File: src/rtl/handshake_const_compare.sv
// Elastic comparator: each accepted data token becomes a 1-bit condition token
// (ins == CONST_VALUE), buffered through a 2-slot FIFO with registered handshakes.
module handshake_const_compare #(
    parameter int unsigned              DATA_WIDTH  = 16,
    parameter logic [DATA_WIDTH-1:0]    CONST_VALUE = 16'b0100001111100010
) (
    input  logic                  clk,
    input  logic                  rst,
    input  logic [DATA_WIDTH-1:0] ins,
    input  logic                  ins_valid,
    output logic                  ins_ready,
    output logic                  outs,
    output logic                  outs_valid,
    input  logic                  outs_ready,
    output logic [15:0]           match_count
);

    typedef enum logic [1:0] {StEmpty, StOne, StFull} state_e;

    state_e      state_q, state_d;
    logic        wp_q, wp_d;
    logic        rp_q, rp_d;
    logic [1:0]  mem_q, mem_d;
    logic [15:0] match_count_q, match_count_d;
    logic        push, pop, cond;

    // Handshake outputs come straight from registers; no ready pass-through.
    assign ins_ready   = (state_q != StFull);
    assign outs_valid  = (state_q != StEmpty);
    assign outs        = mem_q[rp_q];
    assign match_count = match_count_q;

    always_comb begin
        cond          = (ins == CONST_VALUE);
        push          = ins_valid & ins_ready;
        pop           = outs_valid & outs_ready;
        state_d       = state_q;
        wp_d          = wp_q;
        rp_d          = rp_q;
        mem_d         = mem_q;
        match_count_d = match_count_q;

        if (push) begin
            mem_d[wp_q] = cond;
            wp_d        = ~wp_q;
        end
        if (pop) begin
            rp_d = ~rp_q;
            if (outs) begin
                match_count_d = match_count_q + 16'd1;
            end
        end

        unique case (state_q)
            StEmpty: if (push) state_d = StOne;
            StOne: begin
                if (push && !pop) begin
                    state_d = StFull;
                end else if (pop && !push) begin
                    state_d = StEmpty;
                end
            end
            StFull:  if (pop) state_d = StOne;
            default: state_d = StEmpty;
        endcase
    end

    always_ff @(posedge clk) begin
        if (!rst) begin
            state_q       <= StEmpty;
            wp_q          <= 1'b0;
            rp_q          <= 1'b0;
            mem_q         <= 2'b00;
            match_count_q <= 16'd0;
        end else begin
            state_q       <= state_d;
            wp_q          <= wp_d;
            rp_q          <= rp_d;
            mem_q         <= mem_d;
            match_count_q <= match_count_d;
        end
    end

endmodule
File: config.mk
export PLATFORM = sky130hd
export DESIGN_NAME = handshake_const_compare
export DESIGN_NICKNAME = d
export VERILOG_FILES = /design/src/rtl/handshake_const_compare.sv
export SDC_FILE = /design/constraint.sdc
export NUM_CORES = 1
export LEC_CHECK = 0
export ABC_AREA = 1
export BUFFER_PORTS_ARGS = -buffer_cell sky130_fd_sc_hd__buf_2
export CORE_MARGIN = 2
export CORE_UTILIZATION = 49
export DETAILED_ROUTE_END_ITERATION = 7
export HOLD_SLACK_MARGIN = 0.06
export PLACE_DENSITY = 0.78
export SETUP_SLACK_MARGIN = 0.02
export SLEW_MARGIN = 40
export SYNTH_ARGS = -nofsm -noshare
export SYNTH_HDL_FRONTEND = slang
export SYNTH_SLANG_ARGS = --single-unit
export TNS_END_PERCENT = 100
File: constraint.sdc
create_clock -name clk -period 1.7 [get_ports clk]
set_clock_uncertainty 0.1 [all_clocks]
set_input_delay 0.17 -clock clk [delete_from_list [all_inputs] [get_ports clk]]
set_output_delay 0.17 -clock clk [all_outputs]
set_load 0.05 [all_outputs]
==> impl_metrics.ini, run 1 <==
[status]
status = finished clean

[yosys]
ys_types = 20
synthCells = 179
synth_top_cell_by_area = dfxtp_1
yosys_warnings = 0
synth_top_area_share_pct = 38.0
synth_area_mm2 = 0.00116
synthTopCellsByArea = dfxtp_1, nand2_1, nor2_1, inv_1, nand3_1
ys_ff_latch = 22
ys_seq_area_share_pct = 38.0
avgSynthCellArea_um2 = 6.48
syn-num-nets = 200

[sta]
rsz0062_at_grt = no
hold_viol = 0
finalCriticalPeriod_ns = 1.53
relSlewSlack_pct = 77.4
max_freq_ghz = 0.655
worst_pin_slew_ns = 0.339
final_max_slew_viol_count = 0
fin_setup_tns_ns = 0
period_share_pct = 89.8
setup_viol = 0

[worst_setup_path]
crit_arrival_ns = 1.63
end_kind = register
r2r-end = match_count[8]
crit_required_ns = 1.80
r2r_start = match_count[0]
cp_max_fo = 10
r2r_slack_ns = 0.19
critPathKind = primary input to register
r2r_cells = 8
start_kind = primary input

[place]
dp_hpwl_um = 1920
place_area_mm2 = 0.00137
port-buffer-count = 38
gp_congestion = 0.821

[cells_and_area]
final_area_mm2 = 0.00142
fin_nets = 242
diodes = 0
syn_to_final_growth_pct = 22.3
drive_above_1_share_pct = 23.6
fillers = 218

[worst_hold_path]
worstHoldEndpoint = wp_q
min-delay-start = ins_valid
hold_path.class = primary input to register
hold_path_depth = 3

[floorplanning]
initial_core_util_pct = 51.9
dieWidth_um = 52.7
std_cell_rows = 17
die_h_um = 52.7
core_mm2 = 0.00223
ioPinCount = 39
dieArea_mm2 = 0.00277

[clocking]
ctsRootBufferMaster = clkbuf_4
cts_sinks = 22
clk_pin_slew_ns = 0.11
htree_num_levels = 1
cts_buffers = 3
cts_tree = built
insertion_delay_ns = 0.30
cts_max_path_buffers = 2

[pwr]
p_per_area_mw_per_mm2 = 666
combPwrFrac_pct = 13.3
power_w = 0.000945
peakVddDrop_v = 0.000373
p_sw_share_pct = 25.7
p_int_w = 0.000702
p_seq_share_pct = 57.0
p_sw_w = 0.000243
p_clk_share_pct = 29.8
total_leakage_power_nw = 0.694

[detailed_routing]
wirelength_um = 2420
drtAntennaViolNets = 0
via_count = 1214
drtPass1Iterations = 4
drc_errors = 0
via_per_inst = 4.90
dr.first_iter.drc_count = 18
wl_per_cell_um = 9.77

[global_route]
grt_antenna_before_repair = 0
grt_usage_pct = 20.7
first_global_vias = 1072
grt_pass1_wl_um = 4310
grt_remaining_overflow = 0
grt_max_degree = 21

[flow_run]
drv_cap = 0
power by group through the flow:
stage	registers, W	logic [W]	clock network, W
finish	0.000538	0.000125	0.000282
global placement	0.000549	0.000119	0
floorplan	0.000553	0.0000815	0
CTS	0.000538	0.000126	0.000294
global route	0.000541	0.000142	0.000315
detailed placement	0.000550	0.000124	0
layout make-up:
class	count	area [um2]	share of cell area, %
multi-input cells	129	607	42.8
clock buffers	4	36.3	2.56
inverters	26	97.6	6.88
well taps	28	35.0	2.47
repair buffers	39	200	14.1
flip-flops and latches	22	443	31.2
worst max path at each step:
stage                         from         endpoint  slack, ns  cells after the start
finish                  outs_ready   match_count[8]       0.17                      9
global route        match_count[0]   match_count[8]       0.04                      8
CTS                 match_count[0]   match_count[8]       0.18                      8
detailed placement  match_count[0]   match_count[8]       0.21                      8
global placement    match_count[0]   match_count[8]       0.28                      8
floorplan           match_count[2]  match_count[11]       0.06                      7
layer usage:
metal	wire length, um	GRT usage, %	share of wire [%]	vias to the layer above
met3	116	3.43	4.8	4
li1	-	-	-	639
met4	25	6.41	1.0	0
met2	1160	36.9	48	38
met5	0	0	0	-
met1	1120	25.0	46	533
synthesized netlist by cell type:
cell type   n
nand2_1    40
nor2_1     40
inv_1      26
dfxtp_1    22
nand3_1    10
o21ai_0    10
a21oi_1     9
nand4_1     4
nor2_4      4
and3_1      2
nand3b_1    2
nor3_1      2
clkbuf_1    1
clkbuf_8    1
ha_1        1
nand2_2     1
nand2_4     1
nor2_2      1
nor4_1      1
xor2_1      1
state kept, by name (all words and copies together) (netlist names):
register     count
state_q          2
match_count     16
mem_q            2
rp_q             1
wp_q             1
layout by cell type (no fill, tap or decap), types with 2 or more instances in the layout:
cell type   n
nand3_1    10
and3_1      2
inv_1      26
nand2_1    40
o21ai_0    10
buf_2      38
nor3_1      2
a21oi_1     9
dfxtp_1    20
nor2_1     40
nor2_4      4
clkbuf_4    3
nand3b_1    2
nand4_1     4
dfxtp_2     2
cells by family (layout without fill, tap and decap cells):
| group | Yosys count | count (layout) | synth area share (%) |
|---|---|---|---|
| buffers and inverters | 28 | 69 | 9.92 |
| adders and majority gates | 1 | 1 | 1.08 |
| xor gates and xnor gates | 1 | 1 | 0.755 |
| AOI/OAI and AO/OA | 19 | 19 | 8.20 |
| DFF | 22 | 22 | 38.0 |
| and+or+nand+nor | 108 | 108 | 42.1 |
worst max-delay path, cell delays in order:
cell	delay, ns
dlygate4sd3_1	0.52
buf_2	0.12
inv_1	0.06
nor2_4	0.17
nand2_4	0.14
nor2_4	0.15
nand2_1	0.08
o21ai_0	0.16
nor2_1	0.06
metrics by stage:
step | utilization [%] | setup WS, ns | hold WS [ns] | cells
after floorplan | - | 0.0610 | 0.149 | 179
after global placement | 61.3 | 0.283 | 0.263 | 243
after detailed placement | 61.3 | 0.207 | 0.284 | 243
after CTS | 63.4 | 0.181 | 0.0810 | 248
after global routing | 63.5 | 0.0362 | 0.124 | 248
final | 63.5 | 0.174 | 0.0847 | 248
what timing repair did:
item,in CTS,in global routing
endpoints found under the setup margin,0,1
buffers inserted,0,0
gates resized for setup,0,1
endpoints found under the hold margin,1,0
hold buffers,1,0
Note: power is estimated with default switching activity, not from simulation.
==> inputs of run 2 (changes only) <==
BUFFER_PORTS_ARGS = default   (was -buffer_cell sky130_fd_sc_hd__buf_2)
CORE_UTILIZATION = 50   (was 49)
DONT_BUFFER_PORTS = 1   (was default)
PLACE_DENSITY = default   (was 0.78)
==> run 2 against run 1 <==
Against the previous run: global-route usage up 1.9 points; core utilization up 6.3 points; critical path depth down 3; critical endpoint is now rp_q; worst setup slack worse by 0.083 ns; register-to-register slack worse by 0.08 ns; clock power up 5%; combinational power up 14%.
==> impl_metrics.ini, run 2 (same netlist as run 1, synthesis figures left out) <==
[place]
dp_hpwl_um = 1870
gp_congestion = 0.743
port-buffer-count = 0

[worst_setup_path]
end_kind = register
r2r_slack_ns = 0.11
critPathKind = primary input to register
r2r_start = state_q[0]
r2r_cells = 7
start_kind = primary input
crit_required_ns = 1.85
r2r-end = state_q[0]
crit_arrival_ns = 1.76
cp_max_fo = 5

[global_route]
grt_max_degree = 17
grt_antenna_before_repair = 0
grt_pass1_wl_um = 4570
grt_usage_pct = 22.6
first_global_vias = 1096
grt_remaining_overflow = 0

[sta]
period_share_pct = 94.7
max_freq_ghz = 0.621
setup_viol = 0
final_max_slew_viol_count = 0
relSlewSlack_pct = 60.1
hold_viol = 0
rsz0062_at_grt = yes
worst_pin_slew_ns = 0.596
fin_setup_tns_ns = 0
finalCriticalPeriod_ns = 1.61

[clocking]
cts_buffers = 3
cts_max_path_buffers = 2
insertion_delay_ns = 0.31
clk_pin_slew_ns = 0.12
cts_sinks = 22
htree_num_levels = 1
cts_tree = built
ctsRootBufferMaster = clkbuf_4

[pwr]
p_sw_share_pct = 26.8
p_int_w = 0.000716
p_per_area_mw_per_mm2 = 634
p_sw_w = 0.000262
combPwrFrac_pct = 14.5
p_clk_share_pct = 30.2
p_seq_share_pct = 55.4
power_w = 0.000978
peakVddDrop_v = 0.000395
total_leakage_power_nw = 0.675

[cells_and_area]
largest_reg_flops = 16
multi_input_area_um2 = 634
diodes = 0
mostFrequentLayoutCells = nor2_1, nand2_1, inv_1
final_common_cell = nor2_1
fin_nets = 237
syn_to_final_growth_pct = 33.1
final_util_pct = 69.8
fillers = 197
drive_above_1_share_pct = 17.7
regArea_um2 = 445

[detailed_routing]
drtPass1Iterations = 4
wirelength_um = 2800
dr.first_iter.drc_count = 24
via_count = 1213
drtAntennaViolNets = 0
wl_per_cell_um = 11.5
drc_errors = 0
via_per_inst = 4.99

[floorplanning]
dieArea_mm2 = 0.00272
std_cell_rows = 17
dieWidth_um = 52.2
core_mm2 = 0.00221
initial_core_util_pct = 52.4
ioPinCount = 39
die_h_um = 52.2

[worst_hold_path]
min-delay-start = rst
hold_path_depth = 3
hold_path.class = primary input to register
worstHoldEndpoint = state_q[0]

[flow_run]
drv_cap = 0

[status]
status = finished clean
==> run 2: per-layer routing <==
metal  up-vias  wire length (um)  track usage, %
li1        635                 -               -
met2        38              1380            39.7
met5         -                 0               0
met4         0                25            7.69
met1       536              1260            27.7
met3         4               142            3.74
==> run 2: layout make-up <==
cell class,count,area share (%)
well taps,28,2.27
flip-flops and latches,22,28.8
clock buffers,4,2.35
inverters,26,6.32
multi-input cells,129,41.1
repair buffers,34,19.1
==> run 2: worst max path at each step <==
stage                               from              end  slack (ns)  cells past startpoint
final                         outs_ready             rp_q        0.09                      6
after global routing      match_count[2]  match_count[13]        0.03                      7
after CTS                     state_q[0]         mem_q[0]        0.06                      7
after detailed placement  match_count[1]   match_count[8]        0.22                      8
after global placement    match_count[1]   match_count[8]        0.27                      8
after floorplan           match_count[2]  match_count[11]        0.06                      7
==> run 2: power groups by stage <==
stage	combinational [W]	clock, W	sequential, W
final	0.000142	0.000295	0.000542
after floorplan	0.0000815	0	0.000553
after global routing	0.000153	0.000325	0.000544
after global placement	0.0000937	0	0.000549
after detailed placement	0.0000949	0	0.000550
after CTS	0.000130	0.000305	0.000538
==> run 2: metrics by stage <==
step | instances | instance area (um2) | worst slack [ns] | hold WS (ns)
2_1_floorplan | 179 | 1160 | 0.0610 | 0.149
6_report | 243 | 1540 | 0.0905 | 0.394
4_1_cts | 243 | 1510 | 0.0574 | 0.398
3_5_place_dp | 223 | 1320 | 0.215 | 0.152
3_3_place_gp | 223 | 1320 | 0.275 | 0.150
5_1_grt | 243 | 1540 | 0.0330 | 0.390
==> run 2: critical path, cell delays in order <==
cell           delay, ns
dlygate4sd3_1       0.58
inv_1               0.09
nor2_4              0.17
o21ai_0             0.09
dlygate4sd3_1       0.55
a21oi_1             0.11
==> run 2: repair_timing <==
action / CTS / global route
setup buffers: 0 / 0
endpoints found under the setup margin: 0 / 2
hold endpoints to repair: 22 / 1
hold buffers: 16 / 1
resized for setup: 0 / 12
